==> config.mk <==
export PLATFORM = sky130hd
export DESIGN_NAME = serial_led_master_flat
export DESIGN_NICKNAME = d
export VERILOG_FILES = /design/src/rtl/led_link_pkg.sv /design/src/rtl/serial_led_master_if.sv /design/src/rtl/sclk_tick_gen.sv /design/src/rtl/serial_led_master.sv /design/src/flat_wrapper.sv
export SDC_FILE = /design/constraint.sdc
export NUM_CORES = 1
export LEC_CHECK = 0
export CORE_AREA = 2 2 52 54
export CTS_CLUSTER_DIAMETER = 30
export DETAILED_ROUTE_END_ITERATION = 10
export DIE_AREA = 0 0 54 56
export GPL_TIMING_DRIVEN = 0
export HOLD_SLACK_MARGIN = 0.08
export PLACE_DENSITY = 0.83
export SYNTH_ARGS = -nofsm -noshare
export SYNTH_HDL_FRONTEND = slang
export SYNTH_SLANG_ARGS = --single-unit
==> constraint.sdc <==
create_clock -name clk -period 3.1 [get_ports clk]
set_input_delay 0.31 -clock clk [delete_from_list [all_inputs] [get_ports clk]]
set_output_delay 0.31 -clock clk [all_outputs]
set_load 0.02 [all_outputs]
==> src/rtl/led_link_pkg.sv <==
// Shared definitions for the LED serial link: FSM state encoding and the
// default frame geometry used by both the master and slave-side benches.
package led_link_pkg;

  typedef enum logic [2:0] {
    ST_IDLE  = 3'd0,
    ST_SETUP = 3'd1,
    ST_HIGH  = 3'd2,
    ST_LOW   = 3'd3,
    ST_DONE  = 3'd4
  } link_state_t;

  localparam int LED_DATA_W  = 4;
  localparam int LED_CLK_DIV = 2;

endpackage

==> src/rtl/serial_led_master_if.sv <==
// System-side request/response and serial-side pins of the LED link master,
// bundled so the master and its environment agree on directions.
interface serial_led_master_if
  import led_link_pkg::*;
#(
  parameter int DATA_W = LED_DATA_W
);

  logic              start;
  logic [DATA_W-1:0] tx_data;
  logic              busy;
  logic              done;
  logic [DATA_W-1:0] rx_data;
  logic              sclk;
  logic              mosi;
  logic              select;
  logic              miso;

  modport master (
    input  start, tx_data, miso,
    output sclk, mosi, select, busy, done, rx_data
  );

  modport slave (
    output start, tx_data, miso,
    input  sclk, mosi, select, busy, done, rx_data
  );

endinterface

==> src/rtl/sclk_tick_gen.sv <==
// Half-period timer for the serial clock: phase_end marks the last system
// cycle of each CLK_DIV-long phase; clr restarts the phase on state entry.
module sclk_tick_gen #(
  parameter int CLK_DIV = 2
) (
  input  logic clk,
  input  logic rst,
  input  logic clr,
  output logic phase_end
);

  localparam int PH_W = $clog2(CLK_DIV) + 1;
  localparam logic [PH_W-1:0] PH_LAST = PH_W'(CLK_DIV - 1);

  logic [PH_W-1:0] phase_q;
  logic [PH_W-1:0] phase_d;

  assign phase_end = (phase_q == PH_LAST);

  // Next phase count: restart on clear or at the end of a half period.
  always_comb begin
    phase_d = phase_q;
    if (clr || phase_end) begin
      phase_d = '0;
    end else begin
      phase_d = phase_q + PH_W'(1);
    end
  end

  // Phase counter register.
  always_ff @(posedge clk) begin
    if (rst) begin
      phase_q <= '0;
    end else begin
      phase_q <= phase_d;
    end
  end

endmodule

==> src/rtl/serial_led_master.sv <==
// LED link master: serializes a parallel word MSB-first on a divided clock
// under an active-low select, appending one commit edge, and captures miso.
module serial_led_master
  import led_link_pkg::*;
#(
  parameter int DATA_W  = LED_DATA_W,
  parameter int CLK_DIV = LED_CLK_DIV
) (
  input  logic                clk,
  input  logic                rst,
  serial_led_master_if.master bus
);

  localparam int BIT_W = $clog2(DATA_W + 1) + 1;
  localparam logic [BIT_W-1:0] BIT_COMMIT   = BIT_W'(DATA_W);
  localparam logic [BIT_W-1:0] BIT_LAST_DAT = BIT_W'(DATA_W - 1);

  link_state_t       state_q, state_d;
  logic [DATA_W-1:0] tx_sr_q, tx_sr_d;
  logic [DATA_W-1:0] rx_sr_q, rx_sr_d;
  logic [DATA_W-1:0] rx_data_q, rx_data_d;
  logic [BIT_W-1:0]  bit_q, bit_d;
  logic              sclk_q, sclk_d;
  logic              mosi_q, mosi_d;
  logic              select_q, select_d;
  logic              busy_q, busy_d;
  logic              done_q, done_d;
  logic              phase_end;
  logic              tick_clr;
  logic              in_frame;

  sclk_tick_gen #(
    .CLK_DIV (CLK_DIV)
  ) u_tick (
    .clk       (clk),
    .rst       (rst),
    .clr       (tick_clr),
    .phase_end (phase_end)
  );

  // Next-state, shift-register and bit-index logic.
  always_comb begin
    state_d = state_q;
    tx_sr_d = tx_sr_q;
    rx_sr_d = rx_sr_q;
    bit_d   = bit_q;
    case (state_q)
      ST_IDLE: begin
        if (bus.start) begin
          state_d = ST_SETUP;
          tx_sr_d = bus.tx_data;
          bit_d   = '0;
        end else begin
          state_d = ST_IDLE;
        end
      end
      ST_SETUP: begin
        if (phase_end) begin
          state_d = ST_HIGH;
          rx_sr_d = {rx_sr_q[DATA_W-2:0], bus.miso};
        end else begin
          state_d = ST_SETUP;
        end
      end
      ST_HIGH: begin
        if (phase_end) begin
          state_d = ST_LOW;
          tx_sr_d = {tx_sr_q[DATA_W-2:0], 1'b0};
        end else begin
          state_d = ST_HIGH;
        end
      end
      ST_LOW: begin
        if (!phase_end) begin
          state_d = ST_LOW;
        end else if (bit_q == BIT_COMMIT) begin
          state_d = ST_DONE;
        end else begin
          state_d = ST_HIGH;
          bit_d   = bit_q + BIT_W'(1);
          // The commit edge carries no return data, so miso is not sampled.
          if (bit_q < BIT_LAST_DAT) begin
            rx_sr_d = {rx_sr_q[DATA_W-2:0], bus.miso};
          end else begin
            rx_sr_d = rx_sr_q;
          end
        end
      end
      ST_DONE: begin
        state_d = ST_IDLE;
      end
      default: begin
        state_d = ST_IDLE;
      end
    endcase
  end

  // Outputs are decoded from the next state so they register with it.
  always_comb begin
    in_frame  = (state_d == ST_SETUP) || (state_d == ST_HIGH) || (state_d == ST_LOW);
    tick_clr  = (state_d != state_q);
    sclk_d    = (state_d == ST_HIGH);
    select_d  = !in_frame;
    busy_d    = (state_d != ST_IDLE);
    done_d    = (state_d == ST_DONE);
    mosi_d    = in_frame ? tx_sr_d[DATA_W-1] : 1'b0;
    rx_data_d = (state_d == ST_DONE) ? rx_sr_q : rx_data_q;
  end

  // FSM state, datapath and registered outputs.
  always_ff @(posedge clk) begin
    if (rst) begin
      state_q   <= ST_IDLE;
      tx_sr_q   <= '0;
      rx_sr_q   <= '0;
      rx_data_q <= '0;
      bit_q     <= '0;
      sclk_q    <= 1'b0;
      mosi_q    <= 1'b0;
      select_q  <= 1'b1;
      busy_q    <= 1'b0;
      done_q    <= 1'b0;
    end else begin
      state_q   <= state_d;
      tx_sr_q   <= tx_sr_d;
      rx_sr_q   <= rx_sr_d;
      rx_data_q <= rx_data_d;
      bit_q     <= bit_d;
      sclk_q    <= sclk_d;
      mosi_q    <= mosi_d;
      select_q  <= select_d;
      busy_q    <= busy_d;
      done_q    <= done_d;
    end
  end

  assign bus.sclk    = sclk_q;
  assign bus.mosi    = mosi_q;
  assign bus.select  = select_q;
  assign bus.busy    = busy_q;
  assign bus.done    = done_q;
  assign bus.rx_data = rx_data_q;

endmodule

==> src/flat_wrapper.sv <==
// flat-port wrapper written by rule: the top's interface ports become plain ports
module serial_led_master_flat import led_link_pkg::*;
#(
  parameter int DATA_W  = LED_DATA_W,
  parameter int CLK_DIV = LED_CLK_DIV
)
  (clk, rst, bus_start, bus_tx_data, bus_miso, bus_sclk, bus_mosi, bus_select, bus_busy, bus_done, bus_rx_data);
  serial_led_master_if #(.DATA_W(DATA_W)) bus_i ();
  input  logic clk;
  input  logic rst;
  input wire logic [$bits(bus_i.start)-1:0] bus_start;
  input wire logic [$bits(bus_i.tx_data)-1:0] bus_tx_data;
  input wire logic [$bits(bus_i.miso)-1:0] bus_miso;
  output wire logic [$bits(bus_i.sclk)-1:0] bus_sclk;
  output wire logic [$bits(bus_i.mosi)-1:0] bus_mosi;
  output wire logic [$bits(bus_i.select)-1:0] bus_select;
  output wire logic [$bits(bus_i.busy)-1:0] bus_busy;
  output wire logic [$bits(bus_i.done)-1:0] bus_done;
  output wire logic [$bits(bus_i.rx_data)-1:0] bus_rx_data;
  assign bus_i.start = bus_start;
  assign bus_i.tx_data = bus_tx_data;
  assign bus_i.miso = bus_miso;
  assign bus_sclk = bus_i.sclk;
  assign bus_mosi = bus_i.mosi;
  assign bus_select = bus_i.select;
  assign bus_busy = bus_i.busy;
  assign bus_done = bus_i.done;
  assign bus_rx_data = bus_i.rx_data;
  serial_led_master #(.DATA_W(DATA_W), .CLK_DIV(CLK_DIV)) u_core (.clk(clk), .rst(rst), .bus(bus_i));
endmodule
==> reports/metrics.cfg <==
[setup_path]
critPathSlowestCell = or4bb_1
r2r-end = u_core.bus.mosi
regToRegSetupSlack_ns = 1.43
cp.depth = 4
slowest_delay_ns = 0.61
cp_cell_sequence = ha_1 -> or4bb_1 -> nand3_2 -> o2bb2a_4
cp-end-kind = flop
crit_family = simple AND/OR/NAND/NOR gates
path_max_fanout = 9
r2r_start = u_core.u_tick.phase_q[0]
crit_required_ns = 3.35
reg2regPathDepth = 4
crit_arrival_ns = 1.92
crit_end = u_core.bus.mosi
crit_type = flop to flop
worstSetupStartpoint = u_core.u_tick.phase_q[0]
cp_num_buf_inv = 0
cp-start-kind = flop

[die]
io_pins = 17
die_w_um = 54
core_area_mm2 = 0.00243
dieArea_mm2 = 0.00302
row_count = 18
initial_utilization_pct = 49.0
dieHeight_um = 56

[cts]
cts_tree = done
ctsHoldBuffers = 0
post-cts-setup-buffer-count = 0
ctsHtreeMaxLevel = 1
cts_sinks = 26
post_cts_resized = 0
root_buffer = clkbuf_4
clock_latency_ns = 0.33
clkTransAtPathRegs_ns = 0.15
cts_buffer_depth = 2
numCtsBuffers = 3

[detailed_routing]
first_pass_iters = 4
wl_um = 2260
drc = 0
route.detailed.wl_per_inst_um = 13.8
drtIter0Drc = 9
vias = 921
routed_via_density = 5.62
ant_nets = 0

[synthesis]
yosysTopAreaCell = dfxtp_1
netlist_area_mm2 = 0.00119
synthArstFlopShare_pct = 0
synth_commonest_cells = dfxtp_1, nand2b_1, mux2i_1, a21oi_1, nand3_1
syn_inst = 114
synth_seq_area_share_pct = 43.7
netlist-cell-type-count = 38
yosysTopAreaCellShare_pct = 43.7
synth_edf_count = 0
yosysWarnings = 0
synth.area.top_cells = dfxtp_1, mux2i_1, nand2b_1
synth_ff_type = dfxtp_1
yosysMostFrequentCell = dfxtp_1
syn_nets = 125
synth-seq-cells = 26
synth.avg_cell_area_um2 = 10.5

[grt]
grt_max_degree = 16
grt_first_pass_wirelength_um = 3830
grt_use_total_pct = 16.9
antenna_found_initial = 0
grt_pass1_vias = 848
grt.overflow.total = 0

[placed_design]
dpl_cell_area_mm2 = 0.00139
dp_hpwl_um = 1620
place_congestion = 0.734
port-buffer-count = 16

[timing]
fin_crit_sh_pct = 54.0
finalHoldViolCount = 0
final.setup_skew_ns = 0.00550
setup_viol = 0
setup_tns_ns = 0
drv_slew = 0
slew_headroom_pct = 65.7
clock.fmax_ghz = 0.597
rsz0062_at_grt = no
tightestPinTransition_ns = 0.508
min_period_ns = 1.67

[worst_hold_path]
min_path_type = flop to flop
min_delay_path_depth = 1

[flow_run]
maxCapViolations = 0

[finish]
fin_area_mm2 = 0.00144
n_antenna_cell = 0
drive_above_1_share_pct = 12.7
area_growth_pct = 21.0
nets = 146

[power]
max-vdd-ir-drop_v = 0.000340
power.leakage_uw = 0.000513
power_density_mw_per_mm2 = 493

[status]
status = finished, final reports clean

-- layout make-up --
class	instances	area (µm²)
repair buffers	16	160
clock buffers	3	22.5
clock inverters	1	30.0
multi-input cells	76	606
fillers	228	990
well taps	30	37.5
plain buffers	8	51.3
flip-flops and latches	26	520
inverters	4	15.0
-- layer usage --
metal,wire (µm),track usage (%)
met1,1040,22.0
met2,1090,26.5
met3,84,2.96
met4,36,7.50
met5,0,0
-- flip-flops by register name, indices dropped and copies added (netlist names), 2 cells and up --
register,flops
u_core.bus.rx_data,4
u_core.u_tick.phase_q,2
u_core.state_q,3
u_core.tx_sr_q,4
u_core.bit_q,4
u_core.rx_sr_q,4
-- kinds of logic (layout without fill, tap and decap cells) --
group | after synthesis | in the layout | synth area share [%]
muxes | 10 | 10 | 8.60
DFF | 26 | 26 | 43.7
AOI/OAI and AO/OA | 19 | 19 | 12.6
and+or+nand+nor | 44 | 44 | 26.4
buffers and inverters | 12 | 32 | 5.56
adders and majority gates | 3 | 3 | 3.15
-- worst min path at each step --
stage,startpoint,to
2_1_floorplan,u_core.u_tick.phase_q[0],u_core.u_tick.phase_q[0]
3_3_place_gp,u_core.u_tick.phase_q[0],u_core.u_tick.phase_q[0]
3_5_place_dp,u_core.u_tick.phase_q[0],u_core.u_tick.phase_q[0]
4_1_cts,u_core.u_tick.phase_q[0],u_core.u_tick.phase_q[0]
5_1_grt,u_core.u_tick.phase_q[0],u_core.u_tick.phase_q[0]
6_report,u_core.u_tick.phase_q[0],u_core.u_tick.phase_q[0]
-- where the power goes --
| part | switching [µW] | internal [µW] | leakage, µW |
|---|---|---|---|
| logic | 58.0 | 57.1 | 0.000274 |
| clock network | 105 | 131 | 0.0000279 |
| registers | 7.23 | 352 | 0.000211 |
| total | 170 | 540 | 0.000513 |
-- placed cells by master, fill, tap and decap left out, types with 3 or more instances in the layout --
cell type        instances
a21oi_1                  6
clkbuf_1                 3
clkbuf_4                 3
clkdlybuf4s50_1         16
dfxtp_1                 26
ha_1                     3
inv_1                    4
mux2i_1                  8
nand2b_1                 9
nand3_1                  5
nor2_1                   4
nor4_1                   3
or4_1                    3
-- stage by stage --
step | worst slack (ns) | total power, µW | util, % | instances | hold WS [ns]
after global placement | 1.22 | 479 | 57.2 | 160 | 0.407
final | 1.43 | 711 | 59.3 | 164 | 0.434
after global routing | 1.25 | 745 | 59.3 | 164 | 0.459
after floorplan | 1.56 | 444 | - | 114 | 0.397
after detailed placement | 1.19 | 483 | 57.2 | 160 | 0.417
after CTS | 1.42 | 717 | 59.3 | 164 | 0.436
Note: power is estimated with default switching activity, not from simulation.
